<file path="src/rtl/oc_bank_read_scheduler.sv">
// Per-bank read scheduler: queues operand-collector read requests, issues one
// synchronous bank read per cycle, and returns row data tagged with its slot id.
module oc_bank_read_scheduler #(
  parameter int DEPTH  = 4,
  parameter int ROW_W  = 3,
  parameter int DATA_W = 256,
  parameter int OCID_W = 3
) (
  input  logic                      clk,
  input  logic                      rst,
  input  logic                      push0_vld,
  input  logic [OCID_W-1:0]         push0_ocid,
  input  logic [ROW_W-1:0]          push0_row,
  input  logic                      push1_vld,
  input  logic [OCID_W-1:0]         push1_ocid,
  input  logic [ROW_W-1:0]          push1_row,
  output logic                      push_rdy,
  input  logic                      wb_we,
  input  logic [ROW_W-1:0]          wb_row,
  input  logic [DATA_W-1:0]         wb_data,
  input  logic [7:0]                wb_mask,
  output logic                      rf_we,
  output logic [ROW_W-1:0]          rf_waddr,
  output logic [DATA_W-1:0]         rf_wdata,
  output logic [7:0]                rf_wmask,
  output logic                      rf_re,
  output logic [ROW_W-1:0]          rf_raddr,
  input  logic [DATA_W-1:0]         rf_rdata,
  output logic [DATA_W-1:0]         bk_data,
  output logic [OCID_W-1:0]         bk_ocid,
  output logic                      bk_vld,
  output logic                      bk_bz,
  output logic [$clog2(DEPTH):0]    q_count
);

  localparam int PTR_W = $clog2(DEPTH);
  localparam int CNT_W = PTR_W + 1;

  typedef struct packed {
    logic [OCID_W-1:0] ocid;
    logic [ROW_W-1:0]  row;
  } entry_t;

  entry_t            queue_mem [DEPTH];
  entry_t            head;
  logic [PTR_W-1:0]  rd_ptr;
  logic [PTR_W-1:0]  wr_ptr;
  logic [CNT_W-1:0]  count;
  logic              do_push0;
  logic              do_push1;
  logic [1:0]        push_n;
  logic              pop;

  // Writeback owns the bank port unconditionally; it is a pure pass-through.
  assign rf_we    = wb_we;
  assign rf_waddr = wb_row;
  assign rf_wdata = wb_data;
  assign rf_wmask = wb_mask;

  // Readiness depends only on registered occupancy, so it never loops back on push valids.
  assign push_rdy = (count <= CNT_W'(DEPTH - 2));
  assign do_push0 = push_rdy && push0_vld;
  assign do_push1 = push_rdy && push1_vld;
  assign push_n   = {1'b0, do_push0} + {1'b0, do_push1};

  assign head     = queue_mem[rd_ptr];
  assign rf_re    = (count != '0) && !wb_we;
  assign rf_raddr = head.row;
  assign pop      = rf_re;

  assign bk_data  = rf_rdata;
  assign q_count  = count;

  // Port 1 lands behind port 0 when both push in the same cycle.
  always_ff @(posedge clk) begin
    if (do_push0)
      queue_mem[wr_ptr] <= '{ocid: push0_ocid, row: push0_row};
    if (do_push1)
      queue_mem[wr_ptr + PTR_W'(do_push0)] <= '{ocid: push1_ocid, row: push1_row};
  end

  always_ff @(posedge clk or negedge rst) begin
    if (!rst) begin
      rd_ptr <= '0;
      wr_ptr <= '0;
      count  <= '0;
    end else begin
      wr_ptr <= wr_ptr + PTR_W'(push_n);
      rd_ptr <= rd_ptr + PTR_W'(pop);
      count  <= count + CNT_W'(push_n) - CNT_W'(pop);
    end
  end

  // Return stage lines up with the SRAM's one-cycle read latency.
  always_ff @(posedge clk or negedge rst) begin
    if (!rst) begin
      bk_vld  <= 1'b0;
      bk_bz   <= 1'b0;
      bk_ocid <= '0;
    end else begin
      bk_vld <= rf_re;
      bk_bz  <= wb_we && (count != '0);
      if (rf_re)
        bk_ocid <= head.ocid;
    end
  end

endmodule

</file>
<file path="config.mk">
export PLATFORM = sky130hd
export DESIGN_NAME = oc_bank_read_scheduler
export DESIGN_NICKNAME = d
export VERILOG_FILES = /design/src/rtl/oc_bank_read_scheduler.sv
export SDC_FILE = /design/constraint.sdc
export NUM_CORES = 1
export LEC_CHECK = 0
export BUFFER_PORTS_ARGS = -buffer_cell sky130_fd_sc_hd__buf_2
export CAP_MARGIN = 10
export CORE_AREA = 2 2 415 417
export CTS_BUF_LIST = sky130_fd_sc_hd__clkbuf_16
export DETAILED_ROUTE_END_ITERATION = 7
export DIE_AREA = 0 0 417 419
export GPL_ROUTABILITY_DRIVEN = 1
export PLACE_DENSITY = 0.3
export SETUP_SLACK_MARGIN = 0.05
export SYNTH_ARGS = -nofsm -noshare
export SYNTH_HDL_FRONTEND = slang
export SYNTH_SLANG_ARGS = --single-unit
</file>
<file path="constraint.sdc">
create_clock -name clk -period 7.9 [get_ports clk]
set_clock_uncertainty 0.15 [all_clocks]
set_input_delay 1.58 -clock clk [delete_from_list [all_inputs] [get_ports clk]]
set_output_delay 1.58 -clock clk [all_outputs]
set_load 0.005 [all_outputs]
</file>
==> qor.csv <==
metric,value,unit
leakagePower,0.892,nW
vias_per_cell,0.935,
via_count,2241,
coreArea,171000,µm²
nFillCells,20181,
crit_required,6.17,ns
overflow,0,
powerDensity,188,nW/µm²
fin_crit,4.11,ns
worstSetupEndpointType,primary output,
yosysSeqAreaShare,17.4,%
ys_types,35,
io_pins,1077,
setup_viol,0,
gp_congestion,0.603,
maxSlewHeadroom,43.3,%
worstSetupPathType,in2out,
rrSetupSlack,4.78,ns
fin_crit_sh,52.0,%
slowest_delay,0.43,ns
ant_nets,0,
tightest_slew,0.850,ns
cp_max_fo,7,
place_hpwl,43.9,mm
rows,152,
cp_slowest_cell,nor2_1,
die_y,419,µm
drv_cap,0,
fp.dieW,417,µm
numCtsBuffers,5,
h-tree-depth,2,
layout.nets,705,
vdd_drop_max,0.126,mV
synth_warnings,0,
syn_inst,651,
drtPass1Iterations,4,
cpLargestDelayFamily,simple AND/OR/NAND/NOR gates,
drv_slew,0,
cts_tree,done,
grt_start_max_net_pins,14,
syn_to_final_growth,-14.6,%
outcome,"complete, no violations",
dp_slack,3.74,ns
grt_pass1_vias,2387,
critical_path.cell_chain,buf_2 -> nor2_1 -> buf_2,
cts_buffer_depth,2,
hp-class,reg2reg,
cp-start-kind,input pin,
routed_wl,48.1,mm
cts_sinks,36,
cts_setup_buffers,0,
clk_pin_slew_worst_paths,0.06,ns
netlist_area,5860,µm²
drc,0,
syn_avg_cell_area,8.99,µm²
syn_nets,1199,
drive_above_1_share,49.4,%
grt_pass1_wl,52.8,mm
grt.total_usage,5.18,%
wl_per_cell,20.1,µm
port_buffers,30,
cpMostUsedCell,buf_2,
postCtsHoldBufs,0,
drtIter0Drc,186,
clock_latency,0.29,ns
synth_seq_cells,36,
hold_viol,0,
setup-tns-final,0,ns
root_buffer,clkbuf_16,
rsz0062_at_grt,no,
max_freq,243,MHz
worst_slack,3.79,ns
antenna_found_initial,13,
start_util,3.43,%
path_buf_inv,2,
dieArea,175000,µm²
cp.arrival,2.38,ns
cts_resized,0,
cells in the mapped netlist:
library cell | number | area share, %
a21boi_0 | 1 | 0.13
a21o_1 | 2 | 0.26
a21oi_1 | 3 | 0.26
and2_1 | 2 | 0.21
and2b_1 | 1 | 0.13
and3_1 | 1 | 0.11
buf_2 | 1 | 0.085
buf_4 | 528 | 68
buf_6 | 1 | 0.19
clkbuf_1 | 1 | 0.064
dfrtp_1 | 12 | 5.1
edfxtp_1 | 24 | 12
fa_1 | 1 | 0.34
ha_1 | 7 | 1.5
inv_1 | 6 | 0.38
inv_2 | 1 | 0.064
mux2_2 | 27 | 5.2
mux4_2 | 6 | 2.3
nand2_1 | 3 | 0.19
nand3_1 | 1 | 0.085
nand3_2 | 2 | 0.34
nand3b_1 | 1 | 0.13
nand4_1 | 1 | 0.11
nor2_1 | 1 | 0.064
nor2b_1 | 3 | 0.32
nor3_1 | 1 | 0.085
nor3_4 | 2 | 0.56
nor3b_1 | 1 | 0.13
o21a_1 | 1 | 0.13
o21ai_0 | 1 | 0.085
o21bai_1 | 1 | 0.13
xnor2_1 | 4 | 0.60
xnor2_2 | 1 | 0.28
xor2_1 | 1 | 0.15
xor2_2 | 1 | 0.28
cell type report:
type / count / area (µm²) / share of cell area [%]
clock buffer: 5 / 125 / 2.50
inverter: 7 / 26.3 / 0.526
multi-input combinational: 77 / 825 / 16.5
antenna: 5 / 12.5 / 0.250
tap: 2233 / 2790 / 55.9
clock inverter: 3 / 46.3 / 0.926
sequential: 36 / 1020 / 20.4
timing repair buffer: 30 / 150 / 3.00
metal layers:
layer	vias to the layer above	GRT usage, %	share of wire (%)
met5	-	0.834	0.42
met2	640	8.06	45
met1	873	2.41	16
met3	188	8.48	34
li1	536	-	-
met4	4	2.00	4.3
kinds of logic after synthesis:
logic type / after synthesis / synth area share [%]
adder cells (fa/ha/maj): 8 / 1.84
multiplexers: 33 / 7.50
AO/OA/AOI/OAI: 9 / 0.983
buffers and inverters: 538 / 68.5
flip-flops: 36 / 17.4
XOR/XNOR: 7 / 1.30
AND/OR/NAND/NOR: 20 / 2.46
metrics by stage:
stage	power, W	hold WS (ns)	instance area, µm²	instances	utilization (%)
6_report	0.000942	0.353	5000	2396	2.93
5_1_grt	0.00101	0.372	4990	2391	2.92
4_1_cts	0.000978	0.357	4990	2391	2.92
3_5_place_dp	0.000736	0.342	4820	2383	2.82
3_3_place_gp	0.000728	0.347	4820	2383	2.82
2_1_floorplan	0.000792	0.311	5860	651	-
registers in the layout, indices dropped and copies added (netlist names):
| register | cells |
|---|---|
| queue_mem | 24 |
| bk_ocid | 3 |
| q_count | 3 |
| rd_ptr | 2 |
| wr_ptr | 2 |
| bk_bz | 1 |
| bk_vld | 1 |
worst paths after layout:
path / start / end / cells after the start
min: bk_ocid[2] / bk_ocid[2] / 1
max: wb_we / rf_re / 3
min in group asynchronous: rst / bk_vld / 1
max in group asynchronous: rst / wr_ptr[0] / 1
min reg2reg: bk_ocid[2] / bk_ocid[2] / 1
max reg2reg: q_count[0] / queue_mem[0][0] / 7
where the power goes:
part	internal, W	leakage (nW)	switching (W)
clock	0.000150	0.0805	0.0000879
combinational	0.000165	0.452	0.000204
sequential	0.000273	0.360	0.0000607
total	0.000589	0.892	0.000353
placed cells by master (no fill, tap or decap), drive strengths merged:
cell type,n
mux2,27
mux4,6
nor2,1
a21boi,1
o21bai,1
nor2b,3
buf,30
a21o,2
nor3b,1
nand4,1
and2,2
nand2,3
ha,7
nor3,3
xor2,2
a21oi,3
diode,5
nand3,3
fa,1
dfrtp,12
bufinv,1
clkbuf,5
clkinvlp,1
edfxtp,24
o21a,1
o21ai,1
xnor2,5
inv,8
nand3b,1
and2b,1
and3,1
worst reg2reg max path: stages, from the launching register on:
cell and delay [ns]:
dfrtp_1 0.40, a21o_1 0.38, inv_2 0.17, and2_1 0.22, ha_1 0.35, and2b_1 0.31
nand3_1 0.10, a21oi_1 0.68
No activity file was read; power rests on OpenSTA's default activity.
